`src/rtl/mc_ctrl_pkg.sv`:
```
// Shared definitions for the multicycle MIPS-lite main control unit:
// state encoding, opcodes, datapath select encodings, branch/jump classes
// and the decoded instruction-class record.
package mc_ctrl_pkg;

  // State encoding (4-bit, also exported on the debug 'state' port)
  typedef logic [3:0] state_t;
  localparam state_t S_FETCH  = 4'd0;
  localparam state_t S_DECODE = 4'd1;
  localparam state_t S_MEMADR = 4'd2;
  localparam state_t S_MEMRD  = 4'd3;
  localparam state_t S_MEMWB  = 4'd4;
  localparam state_t S_MEMWR  = 4'd5;
  localparam state_t S_EXEC_R = 4'd6;
  localparam state_t S_WB_R   = 4'd7;
  localparam state_t S_EXEC_I = 4'd8;
  localparam state_t S_WB_I   = 4'd9;
  localparam state_t S_BRANCH = 4'd10;
  localparam state_t S_JUMP   = 4'd11;
  localparam state_t S_JSPAL  = 4'd12;
  localparam state_t S_TRAP   = 4'd13;

  // Opcodes (6-bit form)
  localparam logic [5:0] OP_R     = 6'b000000;
  localparam logic [5:0] OP_LW    = 6'b100011;
  localparam logic [5:0] OP_SW    = 6'b101011;
  localparam logic [5:0] OP_BEQ   = 6'b000100;
  localparam logic [5:0] OP_BLTZ  = 6'b000001;
  localparam logic [5:0] OP_NORI  = 6'b001101;
  localparam logic [5:0] OP_BZ    = 6'b011000;
  localparam logic [5:0] OP_JSPAL = 6'b010011;
  localparam logic [5:0] OP_J     = 6'b000010;

  // ALU operation select
  localparam logic [1:0] ALUOP_ADD   = 2'b00;
  localparam logic [1:0] ALUOP_SUB   = 2'b01;
  localparam logic [1:0] ALUOP_FUNCT = 2'b10;
  localparam logic [1:0] ALUOP_NORI  = 2'b11;

  // ALU B-operand select
  localparam logic [1:0] SRCB_REG     = 2'b00;
  localparam logic [1:0] SRCB_FOUR    = 2'b01;
  localparam logic [1:0] SRCB_SIMM    = 2'b10;
  localparam logic [1:0] SRCB_IMM_SH2 = 2'b11;

  // PC source select
  localparam logic [1:0] PCSRC_ALU    = 2'b00;
  localparam logic [1:0] PCSRC_ALUOUT = 2'b01;
  localparam logic [1:0] PCSRC_JUMP   = 2'b10;

  // Branch/jump class
  localparam logic [2:0] BJ_NONE  = 3'b000;
  localparam logic [2:0] BJ_BEQ   = 3'b110;
  localparam logic [2:0] BJ_BLTZ  = 3'b101;
  localparam logic [2:0] BJ_BZ    = 3'b001;
  localparam logic [2:0] BJ_JSPAL = 3'b011;
  localparam logic [2:0] BJ_J     = 3'b010;

  // One-hot instruction class produced by the opcode decoder
  typedef struct packed {
    logic is_r;
    logic is_lw;
    logic is_sw;
    logic is_nori;
    logic is_branch;
    logic is_j;
    logic is_jspal;
    logic is_illegal;
  } op_class_t;

endpackage

```
`src/rtl/mc_op_decode.sv`:
```
// Combinational opcode decoder: opcode -> instruction-class one-hots plus
// branch/jump class. Same decode as the single-cycle controller.
import mc_ctrl_pkg::*;

module mc_op_decode #(
  parameter int OPCODE_W = 6
) (
  input  logic [OPCODE_W-1:0] op,
  output op_class_t           cls,
  output logic [2:0]          bj
);

  // Opcode compare chain; anything unmatched is illegal
  always_comb begin
    cls = '0;
    bj  = BJ_NONE;
    if (op == OPCODE_W'(OP_R)) begin
      cls.is_r = 1'b1;
    end else if (op == OPCODE_W'(OP_LW)) begin
      cls.is_lw = 1'b1;
    end else if (op == OPCODE_W'(OP_SW)) begin
      cls.is_sw = 1'b1;
    end else if (op == OPCODE_W'(OP_NORI)) begin
      cls.is_nori = 1'b1;
    end else if (op == OPCODE_W'(OP_BEQ)) begin
      cls.is_branch = 1'b1;
      bj            = BJ_BEQ;
    end else if (op == OPCODE_W'(OP_BLTZ)) begin
      cls.is_branch = 1'b1;
      bj            = BJ_BLTZ;
    end else if (op == OPCODE_W'(OP_BZ)) begin
      cls.is_branch = 1'b1;
      bj            = BJ_BZ;
    end else if (op == OPCODE_W'(OP_J)) begin
      cls.is_j = 1'b1;
      bj       = BJ_J;
    end else if (op == OPCODE_W'(OP_JSPAL)) begin
      cls.is_jspal = 1'b1;
      bj           = BJ_JSPAL;
    end else begin
      cls.is_illegal = 1'b1;
    end
  end

endmodule

```
`src/rtl/mc_control_unit.sv`:
```
// Multicycle main control FSM for the MIPS-lite datapath. Moore strobes
// decoded from the state register, with mem_ready gating in FETCH/JSPAL.
// Optional feature macro: MC_CTRL_MEM_TIMEOUT_EN (memory wait timeout trap).
import mc_ctrl_pkg::*;

module mc_control_unit #(
  parameter int OPCODE_W    = 6,
  parameter int RET_CNT_W   = 32,
  parameter int MEM_TIMEOUT = 15
) (
  input  logic                 clk,
  input  logic                 reset,
  input  logic [OPCODE_W-1:0]  opcode,
  input  logic                 mem_ready,
  output logic                 pc_write,
  output logic                 pc_write_cond,
  output logic                 iord,
  output logic                 mem_read,
  output logic                 mem_write,
  output logic                 ir_write,
  output logic                 mem_to_reg,
  output logic                 reg_dst,
  output logic                 reg_write,
  output logic                 alu_src_a,
  output logic [1:0]           alu_src_b,
  output logic [1:0]           alu_op,
  output logic [1:0]           pc_source,
  output logic [2:0]           bj,
  output logic                 trap,
  output logic                 trap_cause,
  output logic [3:0]           state,
  output logic [RET_CNT_W-1:0] retired
);

  state_t              state_q, state_next;
  logic [OPCODE_W-1:0] op_q;
  logic [2:0]          bj_q;
  logic                trap_q;
  op_class_t           dec_cls;
  logic [2:0]          dec_bj;
  logic                wait_st;

  // Dispatch decodes the live opcode in DECODE so the next state is ready
  // on time; op_q/bj_q capture it for the rest of the instruction.
  mc_op_decode #(.OPCODE_W(OPCODE_W)) u_dec (
    .op  (opcode),
    .cls (dec_cls),
    .bj  (dec_bj)
  );

  assign wait_st = (state_q == S_FETCH) || (state_q == S_MEMRD) ||
                   (state_q == S_MEMWR) || (state_q == S_JSPAL);

`ifdef MC_CTRL_MEM_TIMEOUT_EN
  localparam int WC_W = $clog2(MEM_TIMEOUT + 1);
  logic [WC_W-1:0] wait_cnt;
  logic            timeout_hit;
  logic            cause_q;
`else
  logic unused_timeout_cfg;
  assign unused_timeout_cfg = (MEM_TIMEOUT != 0);
`endif

  // Next-state logic; a timeout overrides the normal wait only when mem_ready=0
  always_comb begin
    state_next = state_q;
`ifdef MC_CTRL_MEM_TIMEOUT_EN
    timeout_hit = 1'b0;
`endif
    case (state_q)
      S_FETCH:  if (mem_ready) state_next = S_DECODE;
      S_DECODE: begin
        if (dec_cls.is_lw || dec_cls.is_sw) state_next = S_MEMADR;
        else if (dec_cls.is_r)              state_next = S_EXEC_R;
        else if (dec_cls.is_nori)           state_next = S_EXEC_I;
        else if (dec_cls.is_branch)         state_next = S_BRANCH;
        else if (dec_cls.is_j)              state_next = S_JUMP;
        else if (dec_cls.is_jspal)          state_next = S_JSPAL;
        else                                state_next = S_TRAP;
      end
      S_MEMADR: state_next = (op_q == OPCODE_W'(OP_LW)) ? S_MEMRD : S_MEMWR;
      S_MEMRD:  if (mem_ready) state_next = S_MEMWB;
      S_MEMWB:  state_next = S_FETCH;
      S_MEMWR:  if (mem_ready) state_next = S_FETCH;
      S_EXEC_R: state_next = S_WB_R;
      S_WB_R:   state_next = S_FETCH;
      S_EXEC_I: state_next = S_WB_I;
      S_WB_I:   state_next = S_FETCH;
      S_BRANCH: state_next = S_FETCH;
      S_JUMP:   state_next = S_FETCH;
      S_JSPAL:  if (mem_ready) state_next = S_FETCH;
      S_TRAP:   state_next = S_TRAP;
      default:  state_next = S_FETCH;
    endcase
`ifdef MC_CTRL_MEM_TIMEOUT_EN
    if (wait_st && !mem_ready && (wait_cnt == WC_W'(MEM_TIMEOUT))) begin
      state_next  = S_TRAP;
      timeout_hit = 1'b1;
    end
`endif
  end

  // State, latched opcode/class, sticky trap and retired-instruction counter
  always_ff @(posedge clk or posedge reset) begin
    if (reset) begin
      state_q <= S_FETCH;
      op_q    <= '0;
      bj_q    <= BJ_NONE;
      trap_q  <= 1'b0;
      retired <= '0;
    end else begin
      state_q <= state_next;
      if (state_q == S_DECODE) begin
        op_q <= opcode;
        bj_q <= dec_bj;
      end
      if (state_next == S_TRAP) trap_q <= 1'b1;
      // A FETCH->FETCH self-loop is a stalled fetch, not a retirement
      if ((state_next == S_FETCH) && (state_q != S_FETCH) && (state_q != S_TRAP))
        retired <= retired + RET_CNT_W'(1);
    end
  end

`ifdef MC_CTRL_MEM_TIMEOUT_EN
  // Wait counter: cleared on any state change, counts mem_ready=0 cycles
  always_ff @(posedge clk or posedge reset) begin
    if (reset) begin
      wait_cnt <= '0;
      cause_q  <= 1'b0;
    end else begin
      if (state_next != state_q)
        wait_cnt <= '0;
      else if (wait_st && !mem_ready && (wait_cnt != WC_W'(MEM_TIMEOUT)))
        wait_cnt <= wait_cnt + 1'b1;
      if (timeout_hit) cause_q <= 1'b1;
    end
  end
  assign trap_cause = cause_q;
`else
  assign trap_cause = 1'b0;
`endif

  assign trap  = trap_q;
  assign bj    = bj_q;
  assign state = state_q;

  // Per-state datapath strobes
  always_comb begin
    pc_write      = 1'b0;
    pc_write_cond = 1'b0;
    iord          = 1'b0;
    mem_read      = 1'b0;
    mem_write     = 1'b0;
    ir_write      = 1'b0;
    mem_to_reg    = 1'b0;
    reg_dst       = 1'b0;
    reg_write     = 1'b0;
    alu_src_a     = 1'b0;
    alu_src_b     = SRCB_REG;
    alu_op        = ALUOP_ADD;
    pc_source     = PCSRC_ALU;
    case (state_q)
      S_FETCH: begin
        mem_read  = 1'b1;
        ir_write  = mem_ready;
        pc_write  = mem_ready;
        alu_src_b = SRCB_FOUR;
      end
      S_DECODE: alu_src_b = SRCB_IMM_SH2;
      S_MEMADR: begin
        alu_src_a = 1'b1;
        alu_src_b = SRCB_SIMM;
      end
      S_MEMRD: begin
        mem_read = 1'b1;
        iord     = 1'b1;
      end
      S_MEMWB: begin
        reg_write  = 1'b1;
        mem_to_reg = 1'b1;
      end
      S_MEMWR: begin
        mem_write = 1'b1;
        iord      = 1'b1;
      end
      S_EXEC_R: begin
        alu_src_a = 1'b1;
        alu_op    = ALUOP_FUNCT;
      end
      S_WB_R: begin
        reg_write = 1'b1;
        reg_dst   = 1'b1;
      end
      S_EXEC_I: begin
        alu_src_a = 1'b1;
        alu_src_b = SRCB_SIMM;
        alu_op    = ALUOP_NORI;
      end
      S_WB_I: reg_write = 1'b1;
      S_BRANCH: begin
        alu_src_a     = 1'b1;
        alu_op        = ALUOP_SUB;
        pc_write_cond = 1'b1;
        pc_source     = PCSRC_ALUOUT;
      end
      S_JUMP: begin
        pc_write  = 1'b1;
        pc_source = PCSRC_JUMP;
      end
      S_JSPAL: begin
        mem_write = 1'b1;
        iord      = 1'b1;
        pc_write  = mem_ready;
        pc_source = mem_ready ? PCSRC_JUMP : PCSRC_ALU;
      end
      default: ;
    endcase
  end

endmodule
```
`config.mk`:
```
export PLATFORM = sky130hd
export DESIGN_NAME = mc_control_unit
export DESIGN_NICKNAME = d
export VERILOG_FILES = /design/src/rtl/mc_ctrl_pkg.sv /design/src/rtl/mc_op_decode.sv /design/src/rtl/mc_control_unit.sv
export SDC_FILE = /design/constraint.sdc
export NUM_CORES = 1
export LEC_CHECK = 0
export CORE_AREA = 8 8 91 93
export CTS_BUF_LIST = sky130_fd_sc_hd__clkbuf_2
export CTS_CLUSTER_DIAMETER = 150
export DETAILED_ROUTE_END_ITERATION = 10
export DIE_AREA = 0 0 99 101
export GPL_TIMING_DRIVEN = 0
export PLACE_DENSITY = 0.69
export SLEW_MARGIN = 25
export SYNTH_ARGS = -nofsm -noshare
export SYNTH_HDL_FRONTEND = slang
export SYNTH_HIERARCHICAL = 1
export SYNTH_SLANG_ARGS = --single-unit
```
`constraint.sdc`:
```
create_clock -name clk -period 3.35 [get_ports clk]
set_input_delay 0.8375 -clock clk [delete_from_list [all_inputs] [get_ports clk]]
set_output_delay 0.8375 -clock clk [all_outputs]
set_load 0.02 [all_outputs]
```
After elaboration in Yosys (flattened, before gate mapping)

Index checks and enable logic that the tools add are counted.

$add $sub $neg: 1
Equal/unequal tests: 24
Mux-type cells: 52
Reduce and logical (&&, ||, !) cells: 14

Operators by type and width:

| kind                                                                  | count |
|---|---|
| 3-bit two-way mux                                                     | 15 |
| 32-bit by 1-bit adder with 32-bit output, second input constant       | 1 |
| 4-bit one-hot mux with 8 select lines                                 | 1 |
| 4-bit equality test, second input constant                            | 7 |
| 4-bit two-way mux                                                     | 6 |
| 1-bit two-way mux                                                     | 20 |
| 6-bit equality test, second input constant                            | 3 |
| 2-bit one-hot mux with 3 select lines                                 | 3 |
| 4-bit by 3-bit equality test with 1-bit output, second input constant | 4 |
| 6-bit by 5-bit equality test with 1-bit output, second input constant | 2 |
| 4-bit by 2-bit equality test with 1-bit output, second input constant | 2 |
| 4-bit logical NOT                                                     | 2 |
| 2-bit OR reduction                                                    | 4 |
| 7-bit two-way mux                                                     | 1 |
| 6-bit by 1-bit equality test with 1-bit output, second input constant | 1 |
| 6-bit by 2-bit equality test with 1-bit output, second input constant | 1 |
| 6-bit by 3-bit equality test with 1-bit output, second input constant | 1 |
| 6-bit by 4-bit equality test with 1-bit output, second input constant | 1 |
| 6-bit logical NOT                                                     | 1 |
| 2-bit two-way mux                                                     | 3 |
| 6-bit two-way mux                                                     | 1 |
| 3-bit OR reduction                                                    | 2 |
| 5-bit two-way mux                                                     | 1 |
| 4-bit by 1-bit equality test with 1-bit output, second input constant | 1 |
| other kinds (6)                                                       | 7 |

Bits in registers: 46
Input bits: 9
Output and inout port bits: 57

Logic depth before layout (Yosys ltp)

Gate-level depths: netlist (run 1).

Depth in word-level cells: 20
Gate-level depth with buffers: 12
Mapped depth without buffers: 10

Modules after synthesis

The synthesis (run 1) kept the hierarchy.

By module, submodules not included:

| module          | instances | cells an instance | area an instance (um^2) | sequential area each (um^2) |
|---|---|---|---|---|
| mc_control_unit | 1         | 251               | 2566.2                  | 1151.1 |
| mc_op_decode    | 1         | 43                | 324.1                   | 0.0 |

Least setup slack after synthesis (run 1)

Ideal clock, no wire load.

Kind: input to register
Start: in opcode[0]
End: reg retired[15]
Arrival time: 2.815 ns
Required time: 3.270 ns
Slack: 0.456 ns
Cell stages on the path: 10
Cells stage by stage: buf_4 > and3b_1 > and4b_2 > nor3_1 > o21a_1 > o221ai_2 > nor3_1 > nand3_2 > nor3_1 > xor2_1

RTL lines:

| item                 | line                   | source |
|---|---|---|
| start, declared      | mc_control_unit.sv:13  | `input logic [OPCODE_W-1:0] opcode,` |
| end signal, assigned | mc_control_unit.sv:120 | `retired <= retired + RET_CNT_W'(1);` |
| end, declared        | mc_control_unit.sv:32  | `output logic [RET_CNT_W-1:0] retired` |

==> metrics.csv, run 1 <==
metric;value;unit
htreeDepth;2;
syn_area_per_cell;9.87;um^2
post-dp-hpwl;5.14;mm
fin_crit;3.28;ns
critPathMaxStageDelay;0.44;ns
reg2reg_setup_slack;0.87;ns
finalSetupTns;0;ns
run_status;completed;
nFillCells;621;
insertion_delay_of_the_later_clocked_pin_in_the_worst_skew_pair;0.39;ns
post-route-period-util;97.9;%
report.final.slew_viol_count;0;
grt_antenna_before_repair;0;
fmax;0.305;GHz
finalSetupViolCount;0;
worstPathCellList;clkdlybuf4s50_1 > buf_4 > and3b_1 > and4b_2 > nor3_1 > nand2_1 > a21oi_1 > nor2_1 > nand3_4 > buf_6 > mux2_2;
area_growth;30.4;%
number_of_synthesis_warnings;6;
worst_ir_drop_vdd;0.203;mV
ctsHoldBuffers;0;
count_of_input_and_output_buffers;64;
post_route_cells_drive_above_1_share;19.6;%
drt-wirelength-per-cell;14.9;um
syn_nets;297;
cp_data_required_time;3.67;ns
groute.usage.overall;13.5;%
postSynthCellCount;287;
worst_setup_path_startpoint;opcode[0];
timing.critical_path.slowest_stage_cell;clkdlybuf4s50_1;
detailroute.via_count;2337;
drt_iter0_drc;66;
path_class;in -> reg;
detail-route-antenna-nets;0;
number_of_global_route_vias_before_repair;2327;
worst_ep_arrival_time;3.60;ns
core;0.00694;mm^2
maxCapViolations;0;
rows;31;
final-hold-violation-count;0;
syn_area;0.00283;mm^2
headroom_to_the_max_slew_limit;56.4;%
dieArea;0.0100;mm^2
start_util;40.8;%
r2r-start;state[0];
cts_tree;done;
endpoint_kind;flip-flop;
cellLeakagePower;1.68;nW
totalWireLength;6.62;mm
grt_start_max_net_pins;26;
worst_slew_pin_slew;0.654;ns
pin_count;66;
cts.sinks;46;
die_height;101;um
gpl_congestion;0.871;
total_power;0.00224;W
worst_r2r_endpoint;retired[1];
fin_skew;0.0118;ns
power.density_cell_area;606;mW/mm^2
drt_first_pass_iters;4;
cts-root-to-sink-buffers;2;
hold_class;reg -> reg;
worstRegToRegCells;8;
path_max_fanout;10;
grt_first_pass_wirelength;11.3;mm
area.sequential;0.00115;mm^2
hold_slack;0.489;ns
final_nets;371;
tritoncts.num_buffers;5;
die_w;99;um
worst_setup_path_endpoint;retired[1];
multi_input_area;0.00152;mm^2
drt-vias-per-instance;5.26;
globalRouteOverflowTotal;0;
unrepaired_setup_endpoints_after_global_routing;false;
worstSetupStartpointType;input port;
clkTransAtPathRegs;0.21;ns
remaining_drc_errors;0;
clk_root_buffer_cell;clkbuf_2;
antenna_cell_count;0;
[per-stage QoR]
stage / cell area [um^2] / setup slack (ns) / instances / utilization, %
finish: 3690 / 0.0699 / 444 / 53.2
global route: 3690 / 0.00846 / 444 / 53.2
CTS: 3640 / 0.0152 / 442 / 52.4
detailed placement: 3590 / -0.407 / 434 / 51.8
global placement: 3570 / -0.354 / 433 / 51.5
floorplan: 2830 / 0.474 / 287 / -
[per-layer routing]
layer / routed length [um] / share of wire [%] / GRT usage, %
met5: 0 / 0 / 0
met4: 53 / 0.80 / 2.48
met3: 391 / 5.9 / 4.14
met2: 3080 / 46 / 22.2
met1: 3100 / 47 / 16.9
[critical path, delay by kind of cell]
| kind | cells | cell delay [ns] |
|---|---|---|
| compound gates | 1 | 0.37 |
| buf+inv | 3 | 0.81 |
| mux | 1 | 0.34 |
| simple gates | 6 | 1.24 |
[worst min path at each step]
stage	start	slack, ns	cells past startpoint	to
after floorplan	op_q[5]	0.47	1	op_q[5]
after global placement	trap	0.46	1	trap
after detailed placement	retired[31]	0.47	1	retired[31]
after CTS	retired[31]	0.49	1	retired[31]
after global routing	retired[4]	0.53	1	retired[4]
final	retired[31]	0.49	1	retired[31]
[report_power, final]
| part | switching (W) | internal, W |
|---|---|---|
| clock | 0.000165 | 0.0000514 |
| combinational | 0.000702 | 0.000579 |
| sequential | 0.0000837 | 0.000655 |
[registers in the layout (all words and copies together) (netlist names)]
name	flops
bj	3
retired	32
trap	1
state	4
op_q	6
[cell usage in the layout, fill, tap and decap left out, drive strengths merged, types with 5 or more instances in the layout]
cell and instances:
xor2 25, nand2 19, buf 20, clkdlybuf4s50 58
nand3 15, dfrtp 46, nor4 7, nor4b 5
clkbuf 8, nand2b 5, a21oi 7, mux2 10
nor3 19, dlymetal6s2s 5, inv 12, xnor2 11
nor2 30, nand4 7
[what timing repair did]
| item | 4_1_cts | 5_1_grt |
|---|---|---|
| setup endpoints to repair | 3 | 34 |
| resized for setup | 2 | 10 |
| pin swaps | 0 | 2 |
| endpoints found under the hold margin | 0 | 0 |
| buffers inserted | 1 | 2 |
[cell type report]
class	instances	area share [%]
Inverter	12	1.22
Clock inverter	2	0.237
Sequential cell	46	31.2
Timing Repair Buffer	68	18.8
Clock buffer	6	0.814
Multi-Input combinational cell	210	41.3
Tap cell	82	2.78
Buffer	18	3.66
(Power assumes the default switching activity.)
==> inputs of run 2 (changes only) <==
--- a/config.mk
+++ b/config.mk
@@ -11,6 +11,6 @@
 export DETAILED_ROUTE_END_ITERATION = 10
 export DIE_AREA = 0 0 99 101
+export DONT_BUFFER_PORTS = 1
 export GPL_TIMING_DRIVEN = 0
-export PLACE_DENSITY = 0.69
 export SLEW_MARGIN = 25
 export SYNTH_ARGS = -nofsm -noshare
==> constraint.sdc (replaced) <==
create_clock -name clk -period 3.35 [get_ports clk]
set_input_delay 1.005 -clock clk [delete_from_list [all_inputs] [get_ports clk]]
set_output_delay 1.005 -clock clk [all_outputs]
set_load 0.02 [all_outputs]
==> run 2 against run 1 <==
Global-route usage fell by 0.48 points; utilization decreased by 9.7 points; sequential power increased by 13%; fmax rose by 4.4%; critical path depth is 5 lower; via count decreased by 9.5%; clock skew is 0.024 ns higher; count of clock-buffer cells in the layout is 1 lower; register-to-register slack worse by 0.04 ns; critical endpoint is now pc_write; largest power group unchanged.
==> metrics.csv, run 2 (synthesis results as in run 1) <==
metric;value;unit;change
run_status;completed;;
detailroute.via_count;2116;;-9.5%
reg2reg_setup_slack;0.83;ns;-0.04 ns
power.density_cell_area;654;mW/mm^2;+8.0%
post-dp-hpwl;4.75;mm;-7.6%
groute.usage.overall;13.0;%;-0.48 points
report.final.slew_viol_count;0;;unchanged
final_nets;304;;-18%
grt_antenna_before_repair;0;;unchanged
total_power;0.00197;W;-12%
tritoncts.num_buffers;5;;unchanged
worst_ep_arrival_time;2.14;ns;-1.46 ns
drt-vias-per-instance;5.61;;+6.6%
gr-usage-met1;15.9;%;-0.99 points
cts-root-to-sink-buffers;2;;unchanged
die_height;101;um;unchanged
final-hold-violation-count;0;;unchanged
unrepaired_setup_endpoints_after_global_routing;true;;
worst_slew_pin_slew;0.705;ns;+0.0510 ns
rows;31;;unchanged
drt-wirelength-per-cell;16.5;um;+11%
cts_tree;done;;
fin_crit;3.14;ns;-0.137 ns
cp_data_required_time;2.34;ns;-1.33 ns
remaining_drc_errors;0;;unchanged
clk_root_buffer_cell;clkbuf_2;;
globalRouteOverflowTotal;0;;unchanged
most_frequent_cells_in_the_layout;44 x dfrtp_1, 30 x nor2_1, 25 x xor2_1;;
start_util;40.8;%;unchanged
hold_class;in -> async;;
grt_first_pass_wirelength;10.6;mm;-5.5%
finish.cell_count_without_fillers;377;;-15%
finalSetupViolCount;0;;unchanged
totalWireLength;6.23;mm;-5.9%
detail-route-antenna-nets;0;;unchanged
global_route.peak_usage_layer;met2;;
regMostFlops;retired;;
number_of_global_route_vias_before_repair;2099;;-9.8%
worst_ir_drop_vdd;0.253;mV;+25%
path_class;reg -> out;;
maxCapViolations;0;;unchanged
pin_count;66;;unchanged
clkTransAtPathRegs;0.23;ns;+0.02 ns
path_max_fanout;10;;unchanged
post_route_cells_drive_above_1_share;23.4;%;+3.8 points
worstRegToRegCells;8;;unchanged
grt_use_met2;20.7;%;-1.6 points
mostFrequentLayoutCell;dfrtp_1;;
insertion_delay_of_the_later_clocked_pin_in_the_worst_skew_pair;0.42;ns;+0.03 ns
area_growth;6.54;%;
worst_r2r_endpoint;retired[21];;
dieArea;0.0100;mm^2;unchanged
headroom_to_the_max_slew_limit;52.6;%;-3.8 points
fin_skew;0.0356;ns;+0.0238 ns
largest_reg_flops;32;;unchanged
core;0.00694;mm^2;unchanged
drt_iter0_drc;49;;-26%
drt_first_pass_iters;4;;unchanged
gpl_congestion;0.880;;+1.1%
cts.sinks;46;;unchanged
post-route-period-util;93.8;%;-4.1 points
gr-usage-met3;5.18;%;+1.0 points
cellLeakagePower;1.35;nW;-20%
count_of_input_and_output_buffers;0;;-100%
placed_cells;370;;-15%
antenna_cell_count;0;;unchanged
grt_start_max_net_pins;32;;+23%
die_w;99;um;unchanged
endpoint_kind;output port;;
worstSetupStartpointType;flip-flop;;
fmax;0.318;GHz;+4.4%
r2r-start;state[0];;
htreeDepth;2;;unchanged
==> run 2: layout make-up <==
class	instances	area, um^2
fillers	695	3930
clock buffers	5	25.0
repair buffers	1	20.0
clock inverters	3	16.3
well taps	82	103
plain buffers	18	140
flip-flops and latches	46	1150
inverters	12	45.0
multi-input cells	210	1510
==> run 2: worst max-delay path, cell delays in order, from the launching register on <==
cell,delay (ns)
dfrtp_1,0.63
buf_4,0.25
nor2_1,0.06
nand2_1,0.11
mux2i_1,0.07
and2_1,0.24
or2_2,0.36
==> run 2: worst max path at each step <==
stage	startpoint	slack [ns]	cells past startpoint	to
global placement	opcode[0]	-0.1	10	retired[15]
detailed placement	opcode[0]	-0.10	10	retired[17]
finish	state[1]	0.21	6	pc_write
global route	state[2]	-0.007	6	reg_write
floorplan	opcode[0]	0.31	10	retired[15]
CTS	state[3]	0.03	6	alu_src_b[1]
==> run 2: where the power goes <==
part	internal, W	switching [W]
clock	0.0000483	0.000179
combinational	0.000341	0.000571
sequential	0.000656	0.000178
total	0.00104	0.000928
==> run 2: through the flow <==
step	utilization (%)	area, um^2	TNS [ns]	hold slack (ns)	worst slack [ns]
6_report	43.4	3020	0	0.392	0.207
2_1_floorplan	-	2830	0	0.473	0.307
5_1_grt	43.4	3020	-0.00712	0.365	-0.00712
4_1_cts	43.3	3010	0	0.385	0.0346
3_3_place_gp	42.3	2930	-0.595	0.483	-0.0976
3_5_place_dp	42.5	2950	-0.535	0.492	-0.105
==> run 2: timing repair <==
action,4_1_cts,5_1_grt
setup endpoints to repair,4,5
gates resized for setup,5,6
hold buffers,0,0
setup buffers,0,0
==> run 2: layer usage <==
layer,share of wire (%),up-vias
li1,-,1008
met4,0.95,0
met5,0,-
met2,46,57
met3,9.4,6
met1,44,1045
